<file path="src/rtl/hazard_stall_ctrl.sv">
// Load-use and memory-wait interlock for the pipeline.
// Drives stage enables/flushes and keeps saturating stall statistics.
module hazard_stall_ctrl #(
  parameter int MAX_WAIT = 16,
  parameter int CNT_W    = 16
) (
  input  logic             clk,
  input  logic             rst,
  input  logic [4:0]       ID_rs,
  input  logic [4:0]       ID_rt,
  input  logic             ID_UsesRs,
  input  logic             ID_UsesRt,
  input  logic             ID_IsStore,
  input  logic             EX_RegWrite,
  input  logic             EX_Mem2R,
  input  logic [4:0]       EX_WeSel,
  input  logic             MEM_MemReq,
  input  logic             Mem_Ready,
  output logic             PC_Write,
  output logic             IFID_Write,
  output logic             IDEX_Write,
  output logic             IDEX_Flush,
  output logic             EXMEM_Write,
  output logic             MEMWB_Flush,
  output logic             Mem_Timeout,
  output logic [CNT_W-1:0] Load_Cnt,
  output logic [CNT_W-1:0] Wait_Cnt
);

  typedef enum logic [1:0] {
    RUN   = 2'd0,
    LDB   = 2'd1,
    MWAIT = 2'd2
  } state_t;

  localparam logic [7:0] MW = 8'(MAX_WAIT);

  state_t           state_q, state_d;
  logic [CNT_W-1:0] load_cnt_q, load_cnt_d;
  logic [CNT_W-1:0] wait_cnt_q, wait_cnt_d;
  logic [7:0]       wcnt_q, wcnt_d;
  logic             tmo_q, tmo_d;

  logic luse, mwait;
  logic pc_w, ifid_w, idex_w, exmem_w;
  logic idex_f, memwb_f;
  logic ld_inc, wt_inc;

  assign mwait = MEM_MemReq & ~Mem_Ready;

  // Store data on rt is forwarded in MEM, so it never interlocks.
  assign luse = EX_Mem2R & EX_RegWrite
              & (EX_WeSel != 5'd0)
              & ((ID_UsesRs & (EX_WeSel == ID_rs))
               | (ID_UsesRt & ~ID_IsStore
                  & (EX_WeSel == ID_rt)));

  always_comb begin
    state_d = state_q;
    pc_w    = 1'b1;
    ifid_w  = 1'b1;
    idex_w  = 1'b1;
    exmem_w = 1'b1;
    idex_f  = 1'b0;
    memwb_f = 1'b0;
    ld_inc  = 1'b0;
    wt_inc  = 1'b0;
    wcnt_d  = wcnt_q;
    unique case (state_q)
      RUN, LDB: begin
        if (mwait) begin
          {pc_w, ifid_w, idex_w, exmem_w} = 4'b0000;
          memwb_f = 1'b1;
          wt_inc  = 1'b1;
          wcnt_d  = 8'd1;
          state_d = MWAIT;
        end else if (state_q == RUN && luse) begin
          pc_w    = 1'b0;
          ifid_w  = 1'b0;
          idex_f  = 1'b1;
          ld_inc  = 1'b1;
          state_d = LDB;
        end else begin
          state_d = luse ? LDB : RUN;
        end
      end
      MWAIT: begin
        if (mwait) begin
          {pc_w, ifid_w, idex_w, exmem_w} = 4'b0000;
          memwb_f = 1'b1;
          wt_inc  = 1'b1;
          if (wcnt_q != 8'hff)
            wcnt_d = wcnt_q + 8'd1;
        end else begin
          wcnt_d  = 8'd0;
          state_d = RUN;
        end
      end
      default: state_d = RUN;
    endcase
  end

  always_comb begin
    load_cnt_d = load_cnt_q;
    wait_cnt_d = wait_cnt_q;
    if (ld_inc && load_cnt_q != '1)
      load_cnt_d = load_cnt_q + CNT_W'(1);
    if (wt_inc && wait_cnt_q != '1)
      wait_cnt_d = wait_cnt_q + CNT_W'(1);
    tmo_d = tmo_q | (wcnt_d >= MW);
  end

  always_ff @(posedge clk or posedge rst) begin
    if (rst) begin
      state_q    <= RUN;
      load_cnt_q <= '0;
      wait_cnt_q <= '0;
      wcnt_q     <= '0;
      tmo_q      <= 1'b0;
    end else begin
      state_q    <= state_d;
      load_cnt_q <= load_cnt_d;
      wait_cnt_q <= wait_cnt_d;
      wcnt_q     <= wcnt_d;
      tmo_q      <= tmo_d;
    end
  end

  // Reset forces a free-running pipe regardless of inputs.
  assign PC_Write    = pc_w | rst;
  assign IFID_Write  = ifid_w | rst;
  assign IDEX_Write  = idex_w | rst;
  assign EXMEM_Write = exmem_w | rst;
  assign IDEX_Flush  = idex_f & ~rst;
  assign MEMWB_Flush = memwb_f & ~rst;
  assign Mem_Timeout = tmo_q;
  assign Load_Cnt    = load_cnt_q;
  assign Wait_Cnt    = wait_cnt_q;

endmodule

</file>
<file path="config.mk">
export PLATFORM = sky130hd
export DESIGN_NAME = hazard_stall_ctrl
export DESIGN_NICKNAME = d
export VERILOG_FILES = /design/src/rtl/hazard_stall_ctrl.sv
export SDC_FILE = /design/constraint.sdc
export NUM_CORES = 1
export LEC_CHECK = 0
export ABC_AREA = 1
export CORE_MARGIN = 2
export CORE_UTILIZATION = 47
export DETAILED_ROUTE_END_ITERATION = 6
export PLACE_DENSITY_LB_ADDON = 0.25
export SLEW_MARGIN = 20
export SYNTH_ARGS = -nofsm -noshare
export SYNTH_HDL_FRONTEND = slang
export SYNTH_SLANG_ARGS = --single-unit
</file>
<file path="constraint.sdc">
create_clock -name clk -period 2.3 [get_ports clk]
set_input_delay 0.46 -clock clk [delete_from_list [all_inputs] [get_ports clk]]
set_output_delay 0.46 -clock clk [all_outputs]
set_load 0.05 [all_outputs]
</file>
==> flow_summary.ini <==
[global_routing]
grt_pass1_wl_mm = 11.90
grt_max_degree = 44
grtUsageTotal_pct = 20.18
grt_overflow_total = 0
grt_pass1_vias = 2745
antenna_found_initial = 0

[sta]
timing.fmax_ghz = 0.4531
final_max_slew_viol_count = 0
final.min_clock_period_ps = 2207
finalHoldViolCount = 0
final-setup-viol-count = 0
setup_tns_ps = 0
setup_slack_ps = 93.05
holdWs_ps = 527.0
rsz0062_at_grt = false
slew_headroom_pct = 63.89
clock_skew_ps = 3.481
worst_slew_pin_slew_ps = 541.7
timing.final.crit_share_pct = 95.95

[setup_path]
path_common_cell = nor2_4
worstSetupStartpointType = primary input
cpPeakStageDelay_ps = 260
cp-startpoint = Mem_Ready
crit_chain = dlygate4sd2_1 > nor2_4 > inv_2 > nor2_4 > inv_2 > nand2_4 > inv_4 > nor2_4 > clkinvlp_4 > o21ai_4 > inv_4 > buf_8
end_kind = output port
arrival_ps = 1750
timing.rr.start = Wait_Cnt[0]
cp_slowest_cell = dlygate4sd2_1
crit_type = primary input to output port
path_max_fanout = 3
cp_num_buf_inv = 7
crit_family = buffers and inverters
worst_ep_required_time_ps = 1840

[die]
dieWidth_um = 83.57
dieArea_sq_um = 6983
rows = 28
die_h_um = 83.57
start_util_pct = 49.38
core-area_sq_um = 6026
ios = 63

[cts]
cts_made_buffers = 5
cts_tree = done
cts.sink_count = 43
ctsHtreeMaxLevel = 2
clock_latency_ps = 290
holdBufCountCts = 0
cts_setup_buffers = 0
cts-root-buf = clkbuf_8
clk_path_buf_depth = 2
clk_pin_slew_ps = 80

[run_status]
outcome = complete, no violations

[synthesis]
synthCells = 414
avgSynthCellArea_sq_um = 7.187
synth_area_leaders = dfrtp_1, nand2_1, inv_1
ys_warn_count = 0
yosysTopAreaCellShare_pct = 36.16
synth_edf_count = 0
syn-num-nets = 441
post-synth-top-area-cell = dfrtp_1
ys_ff_latch = 43
ys_seq_area_share_pct = 36.16
synth_ff_type = dfrtp_1
synthesis.area_sq_um = 2975
synth.distinct_cells = 33
yosysMostFrequentCell = nand2_1
async_flop_share_pct = 100.0
ys_top_cells_by_count = nand2_1, inv_1, dfrtp_1

[finish]
insertedDiodeCount = 0
fin_nets = 517
drive_gt1_share_pct = 12.83
fill_cells = 533
area_delta_synth_final_pct = 31.92
design_area_sq_um = 3925

[routing]
routed_via_density = 5.072
vias = 2871
wirelength_mm = 7.002
ant_nets = 0
initialDrtViolationCount = 169
dr.pass1.iters = 4
wl_per_cell_um = 12.37
drc = 0

[place]
dp_slack_ps = -271.0
portBuffers = 62
gp_congestion = 0.8572
hpwl_mm = 5.303
post_dp_cell_area_sq_um = 3805

[power_and_ir_drop]
p_seq_share_pct = 42.7
netSwitchingPower_uw = 880.4
clock_power_share_pct = 21.6
power.density_nw_per_um2 = 558.3
switching_share_pct = 40.18
ir_worst_vdd_v = 0.0005645
power.internal_mw = 1.311
pwr-share-comb_pct = 35.7
cellLeakagePower_nw = 2.099

[worst_hold_path]
hold_path.class = flip-flop to flip-flop
min_from = wcnt_q[1]

[job]
drv_cap = 0
## power by group through the flow
stage | Sequential (mW) | Clock, mW | Combinational (mW)
floorplan | 1.16 | 0 | 0.294
global placement | 0.946 | 0 | 0.772
detailed placement | 0.949 | 0 | 0.784
CTS | 0.935 | 0.486 | 0.787
global route | 0.951 | 0.522 | 0.838
finish | 0.935 | 0.474 | 0.782
## placed cells by master (no fill, tap or decap), types with 2 or more instances in the layout
master	count
xnor2_1	4
nand2_1	122
nor2_2	3
nor2_4	5
nor3_1	14
nand2_2	2
dlymetal6s2s_1	2
inv_1	53
nand3_2	3
nand3b_1	3
xor2_1	22
clkbuf_8	5
dlygate4sd2_1	17
buf_4	15
nand4_1	7
nor2_1	24
a21oi_1	2
o21ai_0	12
clkinvlp_4	2
nand3_1	41
dfrtp_1	43
ha_1	3
buf_12	4
inv_2	8
buf_8	2
nor4_4	2
clkdlybuf4s50_1	36
inv_4	2
o21bai_1	17
## area by class of cell
cell class / instances / area, sq um / share of cell area [%]
multi-input cells: 297 / 1644 / 41.89
flip-flops and latches: 43 / 1076 / 27.41
repair buffers: 77 / 762.0 / 19.41
inverters: 66 / 264.0 / 6.726
well taps: 75 / 93.84 / 2.391
clock buffers: 6 / 72.57 / 1.849
clock inverters: 2 / 12.51 / 0.3188
## state kept, by name, indices dropped and copies added, names as in the netlist
signal	flops
Wait_Cnt	16
state_q	2
Load_Cnt	16
Mem_Timeout	1
wcnt_q	8
## timing repair
| action | in CTS | in global routing |
|---|---|---|
| pin swaps | 15 | 9 |
| resized for setup | 30 | 6 |
| setup endpoints to repair | 6 | 3 |
## worst register-to-register path, cell delays in order (launching register included)
cell and delay (ps):
dfrtp_1 420, ha_1 290, nand3_1 230, nor4_4 380, nand2_1 90, nand2_1 320, nor2_1 70, nand2_1 70
nand2_1 60
## layer usage
metal	track usage, %	vias to the layer above	wire, um
met2	36.44	58	3594
met3	3.066	8	272
met4	4.545	0	78
met1	25.34	1347	3057
li1	-	1458	-
met5	0	-	0
## final timing paths
check                      slack, ps      endpoint  depth (start not counted)
min reg2reg                      530     wcnt_q[1]                          2
max reg2reg                      270   Wait_Cnt[4]                          8
max                               90    IFID_Write                         12
min in group asynchronous        860  Load_Cnt[15]                          3
max in group asynchronous       1060   Load_Cnt[5]                          3
min                              530     wcnt_q[1]                          2
## metrics by stage
step           utilization (%)  std cells  power (mW)
2_1_floorplan                -        414       1.453
3_3_place_gp             63.14        558       1.717
3_5_place_dp             63.14        558       1.733
4_1_cts                  65.03        566       2.209
5_1_grt                  65.14        566       2.310
6_report                 65.14        566       2.191
## logic make-up (layout without fill, tap and decap cells)
group	Yosys count	count (layout)	share of synthesized area [%]
buffers and inverters	74	151	10.43
AO/OA/AOI/OAI	36	36	8.032
adder cells (fa/ha/maj)	3	3	1.262
XOR/XNOR	26	26	7.653
AND/OR/NAND/NOR	232	232	36.46
flip-flops	43	43	36.16
No activity file was read; power rests on OpenSTA's default activity.
